<file path="src/rtl/serial_frame_receiver.sv">
// Oversampling start/data/parity/stop frame receiver with a sync-word gate
// that releases a payload only after a matching sync frame.
module serial_frame_receiver #(
  parameter int CLKS_PER_BIT = 128,
  parameter int DATA_BITS    = 8,
  parameter int PARITY_MODE  = 0,
  parameter int STOP_BITS    = 1,
  parameter int SYNC_EN      = 1,
  parameter logic [DATA_BITS-1:0] SYNC_WORD = 'h55
) (
  input  logic                 clk,
  input  logic                 rst,
  input  logic                 rx,
  output logic [DATA_BITS-1:0] data,
  output logic                 data_valid,
  output logic                 parity_err,
  output logic                 frame_err,
  output logic                 busy,
  output logic                 sync_locked,
  output logic [DATA_BITS-1:0] payload,
  output logic                 payload_valid
);

  localparam int CW = $clog2(CLKS_PER_BIT);
  localparam int BW = $clog2(DATA_BITS + 1);
  localparam logic [CW-1:0] HALF_LAST = CW'(CLKS_PER_BIT / 2 - 1);
  localparam logic [CW-1:0] FULL_LAST = CW'(CLKS_PER_BIT - 1);
  localparam logic [BW-1:0] BIT_LAST  = BW'(DATA_BITS - 1);
  localparam logic          STOP_LAST = 1'(STOP_BITS - 1);

  typedef enum logic [2:0] {
    S_IDLE, S_START, S_DATA, S_PARITY, S_STOP, S_WAIT_HIGH
  } state_t;

  state_t               state, state_next;
  logic                 rs_meta, rs, rs_prev;
  logic [1:0]           flush;
  logic [CW-1:0]        cnt;
  logic [BW-1:0]        bit_idx;
  logic                 stop_idx;
  logic [DATA_BITS-1:0] shift;
  logic                 par_bad, stop_bad;
  logic                 tick, par_fail, frame_done, line_ok;
  logic                 done_clean, done_perr, done_ferr;

  // NOTE: sequential state always uses non-blocking assignments so every
  // flop samples pre-edge values regardless of process ordering.
  // rs_prev only tracks the line once the synchroniser holds real samples,
  // so a line already low at reset release is not mistaken for a start edge.
  always_ff @(posedge clk or posedge rst) begin
    if (rst) begin
      rs_meta <= 1'b1;
      rs      <= 1'b1;
      flush   <= 2'b00;
      rs_prev <= 1'b0;
    end else begin
      rs_meta <= rx;
      rs      <= rs_meta;
      flush   <= {flush[0], 1'b1};
      rs_prev <= flush[1] & rs;
    end
  end

  assign tick       = (state == S_START) ? (cnt == HALF_LAST) : (cnt == FULL_LAST);
  assign par_fail   = (PARITY_MODE == 2) ? ~(^{shift, rs}) : (^{shift, rs});
  assign frame_done = (state == S_STOP) && tick && (stop_idx == STOP_LAST);
  assign line_ok    = ~stop_bad & rs;
  assign done_clean = frame_done & line_ok & ~par_bad;
  assign done_perr  = frame_done & line_ok & par_bad;
  assign done_ferr  = frame_done & ~line_ok;
  assign busy       = (state != S_IDLE);

  always_ff @(posedge clk or posedge rst) begin
    if (rst) state <= S_IDLE;
    else     state <= state_next;
  end

  // NOTE: default assignment first keeps this block free of inferred latches.
  always_comb begin
    state_next = state;
    case (state)
      S_IDLE:      if (!rs && rs_prev) state_next = S_START;
      S_START:     if (tick) state_next = rs ? S_IDLE : S_DATA;
      S_DATA:      if (tick && bit_idx == BIT_LAST)
                     state_next = (PARITY_MODE != 0) ? S_PARITY : S_STOP;
      S_PARITY:    if (tick) state_next = S_STOP;
      S_STOP:      if (frame_done) state_next = line_ok ? S_IDLE : S_WAIT_HIGH;
      S_WAIT_HIGH: if (rs) state_next = S_IDLE;
      default:     state_next = S_IDLE;
    endcase
  end

  always_ff @(posedge clk or posedge rst) begin
    if (rst) begin
      cnt      <= '0;
      bit_idx  <= '0;
      stop_idx <= 1'b0;
      shift    <= '0;
      par_bad  <= 1'b0;
      stop_bad <= 1'b0;
    end else begin
      cnt <= (state == S_IDLE || tick) ? '0 : cnt + 1'b1;
      if (state == S_IDLE) begin
        bit_idx  <= '0;
        stop_idx <= 1'b0;
        par_bad  <= 1'b0;
        stop_bad <= 1'b0;
      end else if (tick) begin
        case (state)
          S_DATA: begin
            shift   <= {rs, shift[DATA_BITS-1:1]};
            bit_idx <= bit_idx + 1'b1;
          end
          S_PARITY: par_bad <= par_fail;
          S_STOP: begin
            stop_idx <= ~stop_idx;
            if (!rs) stop_bad <= 1'b1;
          end
          default: ;
        endcase
      end
    end
  end

  // Frame outcomes and the sync-word gate; a payload is released only on the
  // first clean frame after a sync word, and any error drops the lock.
  always_ff @(posedge clk or posedge rst) begin
    if (rst) begin
      data          <= '0;
      data_valid    <= 1'b0;
      parity_err    <= 1'b0;
      frame_err     <= 1'b0;
      sync_locked   <= 1'b0;
      payload       <= '0;
      payload_valid <= 1'b0;
    end else begin
      data_valid    <= done_clean;
      parity_err    <= done_perr;
      frame_err     <= done_ferr;
      payload_valid <= 1'b0;
      if (done_clean) data <= shift;
      if (SYNC_EN == 0) begin
        if (done_clean) begin
          payload       <= shift;
          payload_valid <= 1'b1;
        end
      end else if (done_clean) begin
        if (sync_locked) begin
          payload       <= shift;
          payload_valid <= 1'b1;
          sync_locked   <= 1'b0;
        end else if (shift == SYNC_WORD) begin
          sync_locked <= 1'b1;
        end
      end else if (done_perr || done_ferr) begin
        sync_locked <= 1'b0;
      end
    end
  end

endmodule

</file>
<file path="config.mk">
export PLATFORM = sky130hd
export DESIGN_NAME = serial_frame_receiver
export DESIGN_NICKNAME = d
export VERILOG_FILES = /design/src/rtl/serial_frame_receiver.sv
export SDC_FILE = /design/constraint.sdc
export NUM_CORES = 1
export LEC_CHECK = 0
export ABC_AREA = 1
export CAP_MARGIN = 20
export CORE_MARGIN = 3
export CORE_UTILIZATION = 60
export DETAILED_ROUTE_END_ITERATION = 10
export PLACE_DENSITY_LB_ADDON = 0.15
export SLEW_MARGIN = 20
export SYNTH_ARGS = -nofsm -noshare
export SYNTH_HDL_FRONTEND = slang
export SYNTH_SLANG_ARGS = --single-unit
</file>
<file path="constraint.sdc">
create_clock -name clk -period 3.3 [get_ports clk]
set_clock_uncertainty 0.2 [all_clocks]
set_input_delay 0.33 -clock clk [delete_from_list [all_inputs] [get_ports clk]]
set_output_delay 0.33 -clock clk [all_outputs]
set_load 0.02 [all_outputs]
</file>
**Word-level counts from Yosys, hierarchy flattened**

Cells that the tools add are included.
W data, S select, Z words.

- $add $sub $neg: 2
- Multipliers: 0
- Divide/modulo/power cells: 0
- $lt $le $gt $ge: 0
- Equality and inequality tests: 16
- Shift operators: 0
- Mux-type cells: 30
- Bitwise logic cells: 11
- Reductions and logical operators: 22

Operators with widths:

| cell | count |
|---|---|
| $mux W3 | 7 |
| $pmux W3 S6 | 1 |
| $mux W1 | 17 |
| $mux W4 | 3 |
| $ne A2 B2 Y1 const B | 6 |
| $reduce_bool A2 Y1 | 5 |
| $reduce_xor A9 Y1 | 1 |
| $eq A8 B7 Y1 const B | 1 |
| $reduce_and A2 Y1 | 4 |
| $add A7 B1 Y7 const B | 1 |
| $eq A7 B6 Y1 const B | 1 |
| $eq A7 B7 Y1 const B | 1 |
| $mux W7 | 1 |
| $and A1 B1 Y1 | 6 |
| $eq A3 B2 Y1 const B | 2 |
| $eq A3 B3 Y1 const B | 2 |
| $reduce_and A3 Y1 | 2 |
| $reduce_and A6 Y1 | 1 |
| $not A1 Y1 | 5 |
| $add A4 B1 Y4 const B | 1 |
| $eq A4 B3 Y1 const B | 1 |
| $logic_and A1 B1 Y1 | 4 |
| $eq A3 B1 Y1 const B | 1 |
| $logic_not A3 Y1 | 1 |
| other kinds (5) | 6 |

- Register bits: 51
- Latch bits: 0
- RAM bits: 0
- Memory bits (read-only): 0
- Bits of input ports: 3
- Logic and storage cells: 99
- Memories kept: 0

**Longest topological paths before layout**

Gate-level depths: netlist of run 1.

- Depth after elaboration: 9
- Depth in mapped cells: 11
- Gate-level depth less buffers: 10

**Least setup slack after synthesis of run 1**

No wires, ideal clock.

- Path kind: register to register
- Start point: register cnt[0]
- End point: register data[1]
- Arrival time: 1.549 ns
- Required time: 2.980 ns
- Setup slack: 1.432 ns
- Cell stages (with the launch flop): 10
- Path buffers: 1
- Period minus slack after synthesis: 1.868 ns
- Cells stage by stage: dfrtp_1 ha_1 inv_1 nor3_4 nand4_2 nor2_4 nand2_2 buf_6 nand2_2 o21ai_2

- Word-level cells in the longest chain between the ends: 6
- Elaborated cells between the ends (all ways): 7

RTL lines:

| element | RTL line | source |
|---|---|---|
| start, declared | 38 | `logic [CW-1:0] cnt;` |
| start signal, assigned | 102 | `cnt <= (state == S_IDLE \|\| tick) ? '0 : cnt + 1'b1;` |
| $eq A7 B7 Y1 / $eq A7 B6 Y1 (equally long branches) | 64 | `assign tick = (state == S_START) ? (cnt == HALF_LAST) : (cnt == FULL_LAST);` |
| $mux W1 (*) | 64 |  |
| $logic_and A1 B1 Y1 (*) (2 in a row) | 66 | `assign frame_done = (state == S_STOP) && tick && (stop_idx == STOP_LAST);` |
| $and A1 B1 Y1 (*) (2 in a row) | 68 | `assign done_clean = frame_done & line_ok & ~par_bad;` |
| end signal, assigned | 141 | `if (done_clean) data <= shift;` |
| end, declared | 14 | `output logic [DATA_BITS-1:0] data,` |

Every way passes the cells marked *; elsewhere a longest branch is shown, timed or not.
A chain may end at the register's enable or synchronous reset.

**Final worst setup path of run 1**

- Start point: register state[0]
- End point: output busy

- Word-level cells in the longest chain between the ends: 1

RTL lines:

| element | RTL line | source |
|---|---|---|
| start, declared | 35 | `state_t state, state_next;` |
| start signal, assigned | 75 | `else state <= state_next;` |
| $reduce_bool A3 Y1 | 71 | `assign busy = (state != S_IDLE);` |
| end, declared | 18 | `output logic busy,` |

No other way between the ends.

==> summary.md, run 1 <==
| Metric | Value |
|---|---|
| Status | `finished clean` |
| Clk slew on worst S/H paths | `0.08 ns` |
| CTS resizes | `0` |
| Most frequent cells in the layout | `nand2_1, dfrtp_1, inv_1, clkdlybuf4s50_1` |
| Largest net degree at the start of global routing | `52` |
| Diodes inserted | `0` |
| Inserted Clock Buffers | `5` |
| Slew @ Worst Pin | `0.831 ns` |
| Syn_area_per_cell | `8.99 um2` |
| Postcts setup bufs | `0` |
| Reg2Reg Setup Slack | `1.22 ns` |
| Max-cap violations | `0` |
| Worst path arrival time | `1.92 ns` |
| GPL Wtd Cong | `0.915` |
| Unique masters post-synth | `31` |
| DIE HEIGHT | `68.5 um` |
| Syn. warnings | `0` |
| Max Clock Freq | `409 MHz` |
| Via-to-Cell Ratio | `5.14` |
| DRT Pass-1 Iters | `4` |
| WS Path Type | `flip-flop to primary output` |
| Post-synthesis sequential area ratio | `0.545` |
| Finished Layout Cells | `337` |
| Final Cycle Share | `0.742` |
| Die Area | `4700 um2` |
| Clk pwr share | `0.299` |
| Register Area | `1280 um2` |
| Initial Util | `0.632` |
| Fin Hold WS | `0.159 ns` |
| Comb power frac | `0.202` |
| Net switching power | `0.427 mW` |
| Worst min-delay path class | `flip-flop to flip-flop` |
| Worst setup SP type | `flip-flop` |
| Pint | `0.981 mW` |
| Min Clock Period, post-route | `2.45 ns` |
| Core Region | `3720 um2` |
| RSZ-0062 raised after global routing | `false` |
| Final Util | `0.733` |
| DRT antenna net count | `0` |
| DRT iter0 DRCs | `99` |
| Site row count | `22` |
| Gate Count Post-Synth | `261` |
| Most common cell after layout, fill and taps aside | `nand2_1` |
| Layout area overhead | `16.0%` |
| CTS H-tree lvls | `2` |
| Count of final setup violators | `0` |
| Post-synth EDFFs | `0` |
| DR DRC count | `0` |
| Initial antenna violation count | `0` |
| Critical Path RT | `2.77 ns` |
| Critical path fanouts, max | `7` |
| CP Capture Type | `primary output` |
| Post-Syn Area | `2350 um2` |
| Worst VDD drop | `0.000389 V` |
| Power Dens Cells | `517 nW/um2` |
| Total power after layout | `1.41 mW` |
| Ys async rst share | `1.00` |
| Root Buffer | `clkbuf_8` |
| CTS sink count | `51` |
| Inst Count DP | `329` |
| Final HPWL DP | `2900 um` |
| Final #Nets | `293` |
| Routed length per instance | `12.1 um` |
| Vias in the first global route | `1588` |
| Final wirelength | `4090 um` |
| Grt total ovfl | `0` |
| Slew headroom | `0.445` |
| Hold buffer count at cts | `0` |
| Yosys reg bits | `51` |
| Flop pwr share | `0.499` |
| Post-synth top flop | `dfrtp_1` |
| Clk Latency, worst-skew pair | `0.31 ns` |
| Max Slew Vio Count | `0` |
| Die Width | `68.5 um` |
| GRT Total Usage | `0.210` |
| Final hold violation count | `0` |
| First-pass GRT wire length | `7210 um` |
| Vias | `1733` |
| Share of cells above drive strength 1 | `0.118` |
| Syn Nets | `266` |
| IO Pins | `25` |
| Leakage | `1.34 nW` |
| Fill count | `281` |
| CTS tree | `built` |
| Sw Ratio | `0.303` |
| Setup_tns | `0 ns` |
| Clock Path Buffers | `2` |
| Buffers on Ports | `24` |
| Area of the multi-input gates | `911 um2` |
## registers in the layout (all words and copies together), names as in the netlist, 2 cells and up
register  cells
cnt           7
shift         8
flush         2
bit_idx       4
payload       8
data          8
state         3
## cells in the mapped netlist, types with 3 or more instances
cell	number	area share
o21ai_2	6	0.022
dfrtp_1	49	0.52
o21ai_0	16	0.034
nand4_1	5	0.013
nand3_1	18	0.038
xnor2_1	3	0.011
nand2_2	4	0.011
nor2_1	18	0.029
nor2_4	3	0.014
xor2_1	5	0.019
nand2_1	74	0.12
a21oi_1	4	0.0085
inv_1	28	0.045
nor3_1	4	0.0085
## cell families (layout without fill, tap and decap cells)
kind of cell / Yosys count / after routing / share of synthesized area
compound gates: 28 / 28 / 0.0709
xor+xnor: 8 / 8 / 0.0299
fa+ha+maj: 2 / 2 / 0.0107
buf+inv: 36 / 64 / 0.0672
flops: 51 / 51 / 0.545
other cells: 1 / 1 / 0.00160
simple gates: 135 / 135 / 0.275
## power by group through the flow
stage               Sequential [mW]  Combinational (mW)  Clock, mW
global placement              0.713               0.282          0
detailed placement            0.715               0.284          0
CTS                           0.702               0.287      0.423
floorplan                     0.702               0.227          0
finish                        0.703               0.284      0.421
global route                  0.709               0.329      0.455
## critical path: stages (launching register included)
cell	delay [ns]
dfrtp_1	0.44
nor2_1	0.15
inv_1	0.09
nor2_1	0.21
inv_1	0.16
clkdlybuf4s50_1	0.57
## path summary, 6_finish.rpt
path                       cells after the start  startpoint    endpoint
min reg2reg                                    0     rs_meta          rs
max reg2reg                                    8      cnt[0]     data[7]
min                                            0     rs_meta          rs
max                                            5    state[0]        busy
max in group asynchronous                      2         rst  bit_idx[2]
min in group asynchronous                      2         rst      cnt[3]
## cell type report
type	instances	share of cell area
clock inverters	1	0.0110
well taps	48	0.0221
repair buffers	25	0.0910
inverters	31	0.0437
flip-flops and latches	51	0.470
multi-input cells	174	0.335
clock buffers	7	0.0280
## layer usage
| layer | track usage | share of wire | wire length [um] |
|---|---|---|---|
| met1 | 0.309 | 0.50 | 2050 |
| met2 | 0.294 | 0.43 | 1760 |
| met3 | 0.0583 | 0.052 | 213 |
| met4 | 0.0819 | 0.017 | 70 |
| met5 | 0 | 0 | 0 |
## stage by stage
stage | cell area, um2 | worst slack (ns)
after global routing | 2720 | 0.719
final | 2720 | 0.853
after floorplan | 2350 | 1.43
after global placement | 2620 | 1.26
after CTS | 2720 | 0.840
after detailed placement | 2620 | 1.18
(Power assumes the default switching activity.)
==> run 2, diff against run 1 <==
Settings changed: CORE_UTILIZATION 60 to 56.
Clock period 3.3 ns to 2.3 ns, I/O delays scaled along.
==> summary.md, run 2 (synthesis results as in run 1) <==
| Metric | Value |
|---|---|
| Top flop regs | `data (8), payload (8), shift (8)` |
| Final #Nets | `296 (+1.0%)` |
| Final wirelength | `4400 um (+7.5%)` |
| Worst min-delay path class | `input port to async pin` |
| RSZ-0062 raised after global routing | `false` |
| Most common cell after layout, fill and taps aside | `nand2_1` |
| Final HPWL DP | `3110 um (+7.2%)` |
| Initial Util | `0.609 (-0.0226)` |
| Diodes inserted | `0 (unchanged)` |
| Share of cells above drive strength 1 | `0.130 (+0.0125)` |
| Initial antenna violation count | `0 (unchanged)` |
| Setup_tns | `0 ns (unchanged)` |
| CP Capture Type | `primary output` |
| Grt total ovfl | `0 (unchanged)` |
| GRT Total Usage | `0.195 (-0.0154)` |
| Vias in the first global route | `1614 (+1.6%)` |
| Clock Path Buffers | `2 (unchanged)` |
| Routed length per instance | `12.9 um (+6.5%)` |
| IO Pins | `25 (unchanged)` |
| Die Area | `5000 um2 (+6.5%)` |
| DR DRC count | `0 (unchanged)` |
| Largest net degree at the start of global routing | `52 (unchanged)` |
| GPL Wtd Cong | `0.827 (-9.7%)` |
| Met3 routed WL | `229 um (+7.5%)` |
| CTS sink count | `51 (unchanged)` |
| Worst path arrival time | `1.77 ns (-0.15 ns)` |
| Clk slew on worst S/H paths | `0.09 ns (about the same)` |
| Inserted Clock Buffers | `5 (unchanged)` |
| Die Width | `70.7 um (+3.2%)` |
| DIE HEIGHT | `70.7 um (+3.2%)` |
| DRT antenna net count | `0 (unchanged)` |
| WS Path Type | `flip-flop to primary output` |
| Min Clock Period, post-route | `2.20 ns` |
| CTS H-tree lvls | `2 (unchanged)` |
| Buffers on Ports | `24 (unchanged)` |
| Clk Latency, worst-skew pair | `0.30 ns (about the same)` |
| Leakage | `1.35 nW (+0.74%)` |
| Site row count | `22 (unchanged)` |
| Count of final setup violators | `0 (unchanged)` |
| Via-to-Cell Ratio | `5.12 (-0.42%)` |
| Power Dens Cells | `714 nW/um2 (+38%)` |
| Total power after layout | `1.95 mW (+39%)` |
| First-pass GRT wire length | `7680 um (+6.5%)` |
| Postcts setup bufs | `0 (unchanged)` |
| Core Region | `3850 um2 (+3.7%)` |
| Max Slew Vio Count | `0 (unchanged)` |
| Max Clock Freq | `455 MHz` |
| Status | `finished clean` |
| Vias | `1741 (+0.46%)` |
| Critical path fanouts, max | `7 (unchanged)` |
| DRT Pass-1 Iters | `4 (unchanged)` |
| Most frequent cells in the layout | `nand2_1, dfrtp_1, inv_1, clkdlybuf4s50_1, nand3_1` |
| Max-cap violations | `0 (unchanged)` |
| Final Cycle Share | `0.956` |
| M1 WL | `2200 um (+7.2%)` |
| Final hold violation count | `0 (unchanged)` |
| DRT iter0 DRCs | `175 (+77%)` |
| CTS tree | `built` |
| Worst VDD drop | `0.000501 V (+29%)` |
| Root Buffer | `clkbuf_8` |
| Top Layer Used | `met4` |
| Critical Path RT | `1.87 ns (-0.90 ns)` |
| Layout area overhead | `16.5%` |
| Reg2Reg Setup Slack | `0.17 ns (-1.05 ns)` |
| WL met2 | `1910 um (+8.9%)` |
| Worst setup SP type | `flip-flop` |
## run 2: changes by cell type in the layout (fill, tap and decap cells not counted)
cell | before | now
buf_12 | 0 | 1
buf_4 | 1 | 3
bufinv_16 | 1 | 0
inv_2 | 2 | 3
nor2_1 | 18 | 17
nor2_2 | 1 | 2
## run 2: path summary, 6_finish.rpt
check / from / end / depth (start not counted)
max in group asynchronous: rst / rs_meta / 3
max reg2reg: cnt[1] / data[4] / 8
min: rst / shift[2] / 3
min in group clk: rx / rs_meta / 1
max: state[0] / busy / 5
min reg2reg: rs_meta / rs / 0
## run 2: metrics by stage
stage                     area [um2]  hold slack (ns)  worst slack [ns]   util  std cells
after global placement          2650            0.141             0.292  0.688        332
after floorplan                 2350           0.0345             0.432      -        261
after CTS                       2730           0.0950            0.0276  0.709        340
after detailed placement        2650            0.141             0.200  0.688        332
after global routing            2730            0.117            0.0123  0.709        340
final                           2730           0.0882             0.102  0.709        340
## run 2: layout make-up
| cell class | count | area (um2) |
|---|---|---|
| Multi-Input combinational cell | 174 | 913 |
| Tap cell | 48 | 60.1 |
| Fill cell | 303 | 1120 |
| Clock inverter | 1 | 5.00 |
| Timing Repair Buffer | 28 | 283 |
| Clock buffer | 7 | 76.3 |
| Sequential cell | 51 | 1280 |
| Inverter | 31 | 118 |
## run 2: worst max-delay path, cell delays in order, from the launching register on
cell             delay (ns)
dfrtp_1                0.46
nor2_1                 0.15
inv_1                  0.10
nor2_2                 0.15
inv_1                  0.07
clkdlybuf4s50_1        0.54
## run 2: timing repair
item                                    4_1_cts  5_1_grt
gates resized for setup                       0        1
endpoints found under the setup margin        0        1
hold buffers                                  0        0
## run 2: per-layer routing
layer  up-vias  GRT usage
met5         -          0
met4         0     0.0752
met3         6     0.0341
met2        38      0.266
met1       810      0.307
li1        887          -
## run 2: power by group
part	internal, mW	total [mW]	switching, mW
Combinational	0.149	0.445	0.296
Clock	0.214	0.490	0.276
Sequential	0.952	1.02	0.0641
==> run 3, diff against run 2 <==
Settings changed: CTS_CLUSTER_DIAMETER set to 100.
==> results of run 3 <==
No change in the layout: final DEF, timing and power equal those of run 2.
